**config.mk**
```make
export PLATFORM = sky130hd
export DESIGN_NAME = poly_voice_controller
export DESIGN_NICKNAME = d
export VERILOG_FILES = /design/src/rtl/poly_voice_controller.sv
export SDC_FILE = /design/constraint.sdc
export NUM_CORES = 2
export LEC_CHECK = 0
export CAP_MARGIN = 5
export CELL_PAD_IN_SITES_DETAIL_PLACEMENT = 0
export CELL_PAD_IN_SITES_GLOBAL_PLACEMENT = 1
export CORE_MARGIN = 1
export CORE_UTILIZATION = 30
export DETAILED_ROUTE_END_ITERATION = 6
export GPL_TIMING_DRIVEN = 0
export PLACE_DENSITY_LB_ADDON = 0.25
export SYNTH_ARGS = -nofsm -noshare
export SYNTH_HDL_FRONTEND = slang
export SYNTH_SLANG_ARGS = --single-unit
export TNS_END_PERCENT = 1
```
**constraint.sdc**
```tcl
create_clock -name clk -period 22.6 [get_ports clk]
set_input_delay 4.52 -clock clk [delete_from_list [all_inputs] [get_ports clk]]
set_output_delay 4.52 -clock clk [all_outputs]
set_load 0.01 [all_outputs]
```
**src/rtl/poly_voice_controller.sv**
```systemverilog
// poly_voice_controller: polyphonic voice allocator with per-voice phase/level oscillators and a mixer.
// Latency: a request sampled at edge S updates voices and accepted/dropped after S; wave_out follows after S+1.
// Backpressure: none; requests are one-cycle pulses, and a note_on with no usable voice is discarded and flagged.
// Ports: clk, reset (async, active-low); note_on/note_off with note and octave (the key), plus
//        phase_inc/amplitude sampled on note_on; mode and release_step act live; outputs are
//        voice_active (from state), accepted/dropped pulses and the registered signed wave_out.
module poly_voice_controller #(
   parameter int NUM_VOICES = 4,
   parameter int PHASE_W    = 24,
   parameter int AMP_W      = 16,
   parameter int OUT_W      = 19
) (
   input  logic                    clk,
   input  logic                    reset,
   input  logic                    note_on,
   input  logic                    note_off,
   input  logic [3:0]              note,
   input  logic [2:0]              octave,
   input  logic [PHASE_W-1:0]      phase_inc,
   input  logic                    mode,
   input  logic [AMP_W-1:0]        amplitude,
   input  logic [AMP_W-1:0]        release_step,
   output logic [NUM_VOICES-1:0]   voice_active,
   output logic                    accepted,
   output logic                    dropped,
   output logic signed [OUT_W-1:0] wave_out
);

   localparam int KEY_W  = 7;
   localparam int PROD_W = 2 * AMP_W + 2;

   typedef enum logic [1:0] {
      V_IDLE    = 2'd0,
      V_PLAY    = 2'd1,
      V_RELEASE = 2'd2
   } voice_state_t;

   voice_state_t         state_q [NUM_VOICES];
   voice_state_t         state_d [NUM_VOICES];
   logic [KEY_W-1:0]     key_q   [NUM_VOICES];
   logic [KEY_W-1:0]     key_d   [NUM_VOICES];
   logic [PHASE_W-1:0]   inc_q   [NUM_VOICES];
   logic [PHASE_W-1:0]   inc_d   [NUM_VOICES];
   logic [PHASE_W-1:0]   phase_q [NUM_VOICES];
   logic [PHASE_W-1:0]   phase_d [NUM_VOICES];
   logic [AMP_W-1:0]     level_q [NUM_VOICES];
   logic [AMP_W-1:0]     level_d [NUM_VOICES];

   // Low until the first edge after reset release, so requests on that edge are ignored.
   logic                  req_en;
   logic [KEY_W-1:0]      req_key;
   logic                  on_req;
   logic                  off_req;
   logic [NUM_VOICES-1:0] hit_sel;
   logic [NUM_VOICES-1:0] idle_sel;
   logic [NUM_VOICES-1:0] rel_sel;
   logic [NUM_VOICES-1:0] alloc_sel;
   logic [NUM_VOICES-1:0] off_sel;
   logic                  accept_d;
   logic                  drop_d;
   logic signed [OUT_W-1:0] mix_d;

   assign req_key = {note, octave};
   assign on_req  = note_on & req_en;
   // note_on and note_off share one key input, so a coincident pair always names the same
   // key and the retrigger takes precedence over the release.
   assign off_req = note_off & req_en & ~note_on;

   // Voice selection from the current states; each *_sel vector keeps only its lowest-index candidate.
   always_comb begin
      hit_sel   = '0;
      idle_sel  = '0;
      rel_sel   = '0;
      alloc_sel = '0;
      off_sel   = '0;
      accept_d  = 1'b0;
      drop_d    = 1'b0;
      for (int i = 0; i < NUM_VOICES; i++) begin
         if (state_q[i] != V_IDLE && key_q[i] == req_key && !(|hit_sel))
            hit_sel[i] = 1'b1;
         if (state_q[i] == V_IDLE && !(|idle_sel))
            idle_sel[i] = 1'b1;
         if (state_q[i] == V_RELEASE && !(|rel_sel))
            rel_sel[i] = 1'b1;
         if (state_q[i] == V_PLAY && key_q[i] == req_key)
            off_sel[i] = off_req;
      end
      if (on_req) begin
         if (|hit_sel)
            alloc_sel = hit_sel;
         else if (|idle_sel)
            alloc_sel = idle_sel;
         else if (|rel_sel)
            alloc_sel = rel_sel;
      end
      accept_d = |alloc_sel;
      drop_d   = on_req & ~(|alloc_sel);
   end

   // Per-voice next state: allocation overrides whatever the voice was doing.
   always_comb begin
      for (int i = 0; i < NUM_VOICES; i++) begin
         state_d[i] = state_q[i];
         key_d[i]   = key_q[i];
         inc_d[i]   = inc_q[i];
         phase_d[i] = phase_q[i];
         level_d[i] = level_q[i];
         if (alloc_sel[i]) begin
            state_d[i] = V_PLAY;
            key_d[i]   = req_key;
            inc_d[i]   = phase_inc;
            phase_d[i] = '0;
            level_d[i] = amplitude;
         end else begin
            case (state_q[i])
               V_PLAY: begin
                  phase_d[i] = phase_q[i] + inc_q[i];
                  if (off_sel[i])
                     state_d[i] = V_RELEASE;
               end
               V_RELEASE: begin
                  if (level_q[i] == '0) begin
                     state_d[i] = V_IDLE;
                     key_d[i]   = '0;
                     inc_d[i]   = '0;
                     phase_d[i] = '0;
                     level_d[i] = '0;
                  end else begin
                     phase_d[i] = phase_q[i] + inc_q[i];
                     level_d[i] = (level_q[i] > release_step) ? (level_q[i] - release_step) : '0;
                  end
               end
               default: ;
            endcase
         end
      end
   end

   // Mixer: square is +/-level on the phase MSB; saw scales the top AMP_W+1 phase bits
   // (as a signed ramp) by level and drops AMP_W fraction bits with an arithmetic shift.
   always_comb begin
      logic signed [AMP_W:0]  contrib;
      logic signed [AMP_W:0]  lvl_s;
      logic signed [PROD_W-1:0] s_ext;
      logic signed [PROD_W-1:0] l_ext;
      logic signed [PROD_W-1:0] saw_prod;
      mix_d    = '0;
      contrib  = '0;
      lvl_s    = '0;
      s_ext    = '0;
      l_ext    = '0;
      saw_prod = '0;
      for (int i = 0; i < NUM_VOICES; i++) begin
         lvl_s    = $signed({1'b0, level_q[i]});
         s_ext    = PROD_W'($signed(phase_q[i][PHASE_W-1 -: AMP_W+1]));
         l_ext    = PROD_W'(lvl_s);
         saw_prod = s_ext * l_ext;
         if (state_q[i] == V_IDLE)
            contrib = '0;
         else if (mode)
            contrib = (AMP_W+1)'(saw_prod >>> AMP_W);
         else if (phase_q[i][PHASE_W-1])
            contrib = -lvl_s;
         else
            contrib = lvl_s;
         mix_d = mix_d + OUT_W'(contrib);
      end
   end

   always_comb begin
      voice_active = '0;
      for (int i = 0; i < NUM_VOICES; i++)
         voice_active[i] = (state_q[i] != V_IDLE);
   end

   always_ff @(posedge clk or negedge reset) begin
      if (!reset) begin
         req_en   <= 1'b0;
         accepted <= 1'b0;
         dropped  <= 1'b0;
         wave_out <= '0;
         for (int i = 0; i < NUM_VOICES; i++) begin
            state_q[i] <= V_IDLE;
            key_q[i]   <= '0;
            inc_q[i]   <= '0;
            phase_q[i] <= '0;
            level_q[i] <= '0;
         end
      end else begin
         req_en   <= 1'b1;
         accepted <= accept_d;
         dropped  <= drop_d;
         wave_out <= mix_d;
         for (int i = 0; i < NUM_VOICES; i++) begin
            state_q[i] <= state_d[i];
            key_q[i]   <= key_d[i];
            inc_q[i]   <= inc_d[i];
            phase_q[i] <= phase_d[i];
            level_q[i] <= level_d[i];
         end
      end
   end

endmodule

```
==> impl_metrics.tcl <==
set metrics [dict create \
    standard_cell_row_count 166 \
    ios 93 \
    ys_async_sr_fraction_pct 100 \
    synth_nets 8453 \
    die-height_um 455 \
    hp-class "register to register" \
    gp_congestion 0.903 \
    clock_insertion_delay_worst_skew_ps 610 \
    met2_usage_pct 35.5 \
    core_area_sq_um 204000 \
    total_routed_length_um 215000 \
    setup.reg_to_reg.worst_slack_ps 9930 \
    die-width_um 455 \
    clock-sinks 314 \
    post_synth_and_or_nand_nor_area_fraction_pct 13.9 \
    ff_latch_count_synth 314 \
    grt_most_used_layer "met2" \
    crit_path_kind "register to register" \
    clockBufferDepth 3 \
    cts_tree "yes" \
    crit_path_max_fanout 10 \
    post-synth-top-area-fraction_pct 36.7 \
    cp-end-kind "register" \
    synth_largest_area_cell "sky130_fd_sc_hd__fa_1" \
    post_cts_hold_buffer_count 0 \
    via_per_inst 4.87 \
    tcrit_tclk_final_pct 56.1 \
    critPathMaxStageDelay_ps 1030 \
    postSynth.topFlopCell "sky130_fd_sc_hd__dfrtp_1" \
    synth_top_family_by_area "adder cells" \
    layout_commonest_cell "sky130_fd_sc_hd__inv_1" \
    synthToLayoutAreaGrowth_pct 9.21 \
    slew_headroom_pct 8.11 \
    detail_route.iter0.violations 2995 \
    timing.critical_path.to "wave_out[18]" \
    worst_pin_slew_ps 1370 \
    mappedNetlistArea_sq_um 61600 \
    timing.critical_path.from_type "register" \
    path_delay_family "compound AO/OA/AOI/OAI gates" \
    global_route_wire_length_before_repair_um 326000 \
    launching_instance_or_port_of_the_critical_path "level_q[18]" \
    number_of_post_cts_setup_repair_buffers 0 \
    grt_use_met3_pct 2.08 \
    antenna_left 0 \
    reg2regPathDepth 34 \
    cts_inserted_buffers 41 \
    timing.clock.skew_ps 32.0 \
    layout.nets 8585 \
    start_util_pct 30.2 \
    total_of_warnings_raised_by_yosys 0 \
    post-route-min-period_ps 12670 \
    buffer_ports.inserted 85 \
    synth-compound-area-share_pct 10.9 \
    yosysSeqAreaShare_pct 12.7 \
    worstPathArrival_ps 13100 \
    setup_violations 0 \
    outcome "completed" \
    mean_post_synth_cell_area_sq_um 9.13 \
    regToRegStartpoint "level_q[18]" \
    drcViolationCount 0 \
    rsz0062_at_grt "no" \
    synth.area.mux_share_pct 0.132 \
    maximum_number_of_pins_on_one_net_before_global_route_repair 103 \
    synthTopCellsByArea "sky130_fd_sc_hd__fa_1 (37%), sky130_fd_sc_hd__dfrtp_1 (13%), sky130_fd_sc_hd__ha_1 (10%)" \
    finalHoldViolCount 0 \
    grt_antenna_before_repair 21 \
    gr-usage-all-layers_pct 21.1 \
    timing.critical_path.buf_inv 5 \
    timing.rr.end "wave_out[18]" \
    wire_length_per_cell_um 22.4 \
    clk_pin_slew_ps 60 \
    dpl.hpwl_um 177000 \
    max_clock_freq_ghz 0.0789 \
    via_count 46800 \
    clock_tree_root_buffer_cell "sky130_fd_sc_hd__clkbuf_16" \
    drv_cap 0 \
    ctsHtreeMaxLevel 2 \
    post_route_cells_drive_above_1_share_pct 1.84 \
    crit_required_ps 23030 \
    fp.dieArea_sq_um 207000 \
    layout_common_cells "sky130_fd_sc_hd__inv_1 (1415), sky130_fd_sc_hd__fa_1 (1131), sky130_fd_sc_hd__nand2_1 (855), sky130_fd_sc_hd__ha_1 (506), sky130_fd_sc_hd__and2_1 (469)" \
    synth_cells 6748 \
    number_of_global_route_vias_before_repair 49900 \
    finalMaxSlewViolations 0 \
    timing.setup.tns_ps 0 \
    grt.overflow.total 0 \
    critical_path_depth 34 \
    synth_enable_flop_cells 0 \
    crit_top_cell "sky130_fd_sc_hd__fa_1" \
    synth_cell_types 80 \
    ctsResizeCount 0 \
    dr.pass1.iters 6 \
    synthesized_area_fraction_occupied_by_adder_cells_pct 47.0 \
    synthXorXnorAreaFrac_pct 4.77 \
    crit_slowest_cell "sky130_fd_sc_hd__a211oi_1" \
    gr-usage-met1_pct 28.2 \
]
## state kept, by name, indices dropped and copies added (netlist names)
signal / count
level_q: 64
req_en: 1
wave_out: 19
dropped: 1
key_q: 28
state_q: 8
phase_q: 96
accepted: 1
inc_q: 96
## stage by stage
stage / setup slack, ps / area, sq um / instances / util (%) / hold slack [ps]
CTS: 9770 / 67300 / 9600 / 32.9 / 488
finish: 9930 / 67300 / 9609 / 32.9 / 486
floorplan: 13610 / 61600 / 6748 / - / 453
global route: 9460 / 67300 / 9603 / 32.9 / 520
global placement: 1930 / 65800 / 9521 / 32.2 / 472
detailed placement: 9850 / 65900 / 9525 / 32.3 / 474
## worst min path at each step
stage	start	end	cells past startpoint
6_report	phase_q[3]	phase_q[3]	1
5_1_grt	inc_q[93]	inc_q[93]	1
3_3_place_gp	phase_q[3]	phase_q[3]	1
2_1_floorplan	phase_q[51]	phase_q[51]	2
4_1_cts	phase_q[3]	phase_q[3]	1
3_5_place_dp	phase_q[3]	phase_q[3]	1
## area by class of cell
type,count,area (sq um)
plain buffers,305,1160
diodes,9,22.5
clock buffers,56,1170
inverters,1417,5320
flip-flops and latches,314,7860
fillers,21500,137000
well taps,2688,3360
repair buffers,89,946
multi-input cells,4712,47300
clock inverters,19,168
## cell usage after synthesis, drive strengths merged (21+ instances only)
cell type     n
a211oi       43
a21o         87
a21oi       208
a22o        199
and2        469
and3         21
buf          37
clkbuf      268
dfrtp       314
fa         1131
ha          506
inv        1415
nand2       855
nand2b       31
nand3        47
nand4        28
nor2        169
nor2b        21
nor3         53
o211ai       21
o21ai       120
o21bai       32
o221ai       40
o31ai        33
or3          37
xnor2       220
xor2        116
## routing by layer
metal	routed length [um]	vias to the layer above
li1	-	21400
met1	94700	24200
met2	102000	1003
met3	8640	275
met4	9280	2
met5	13	-
## cell families (layout without fill, tap and decap cells)
logic type,Yosys count,in the layout
muxes,8,8
AOI/OAI and AO/OA,944,944
DFF,314,314
other,1,10
adders and majority gates,1637,1637
and+or+nand+nor,1786,1786
buffers and inverters,1722,1886
xor gates and xnor gates,336,336
Power is not shown: default switching activity piles up to over one toggle a cycle in this logic, so the estimate is an artifact.
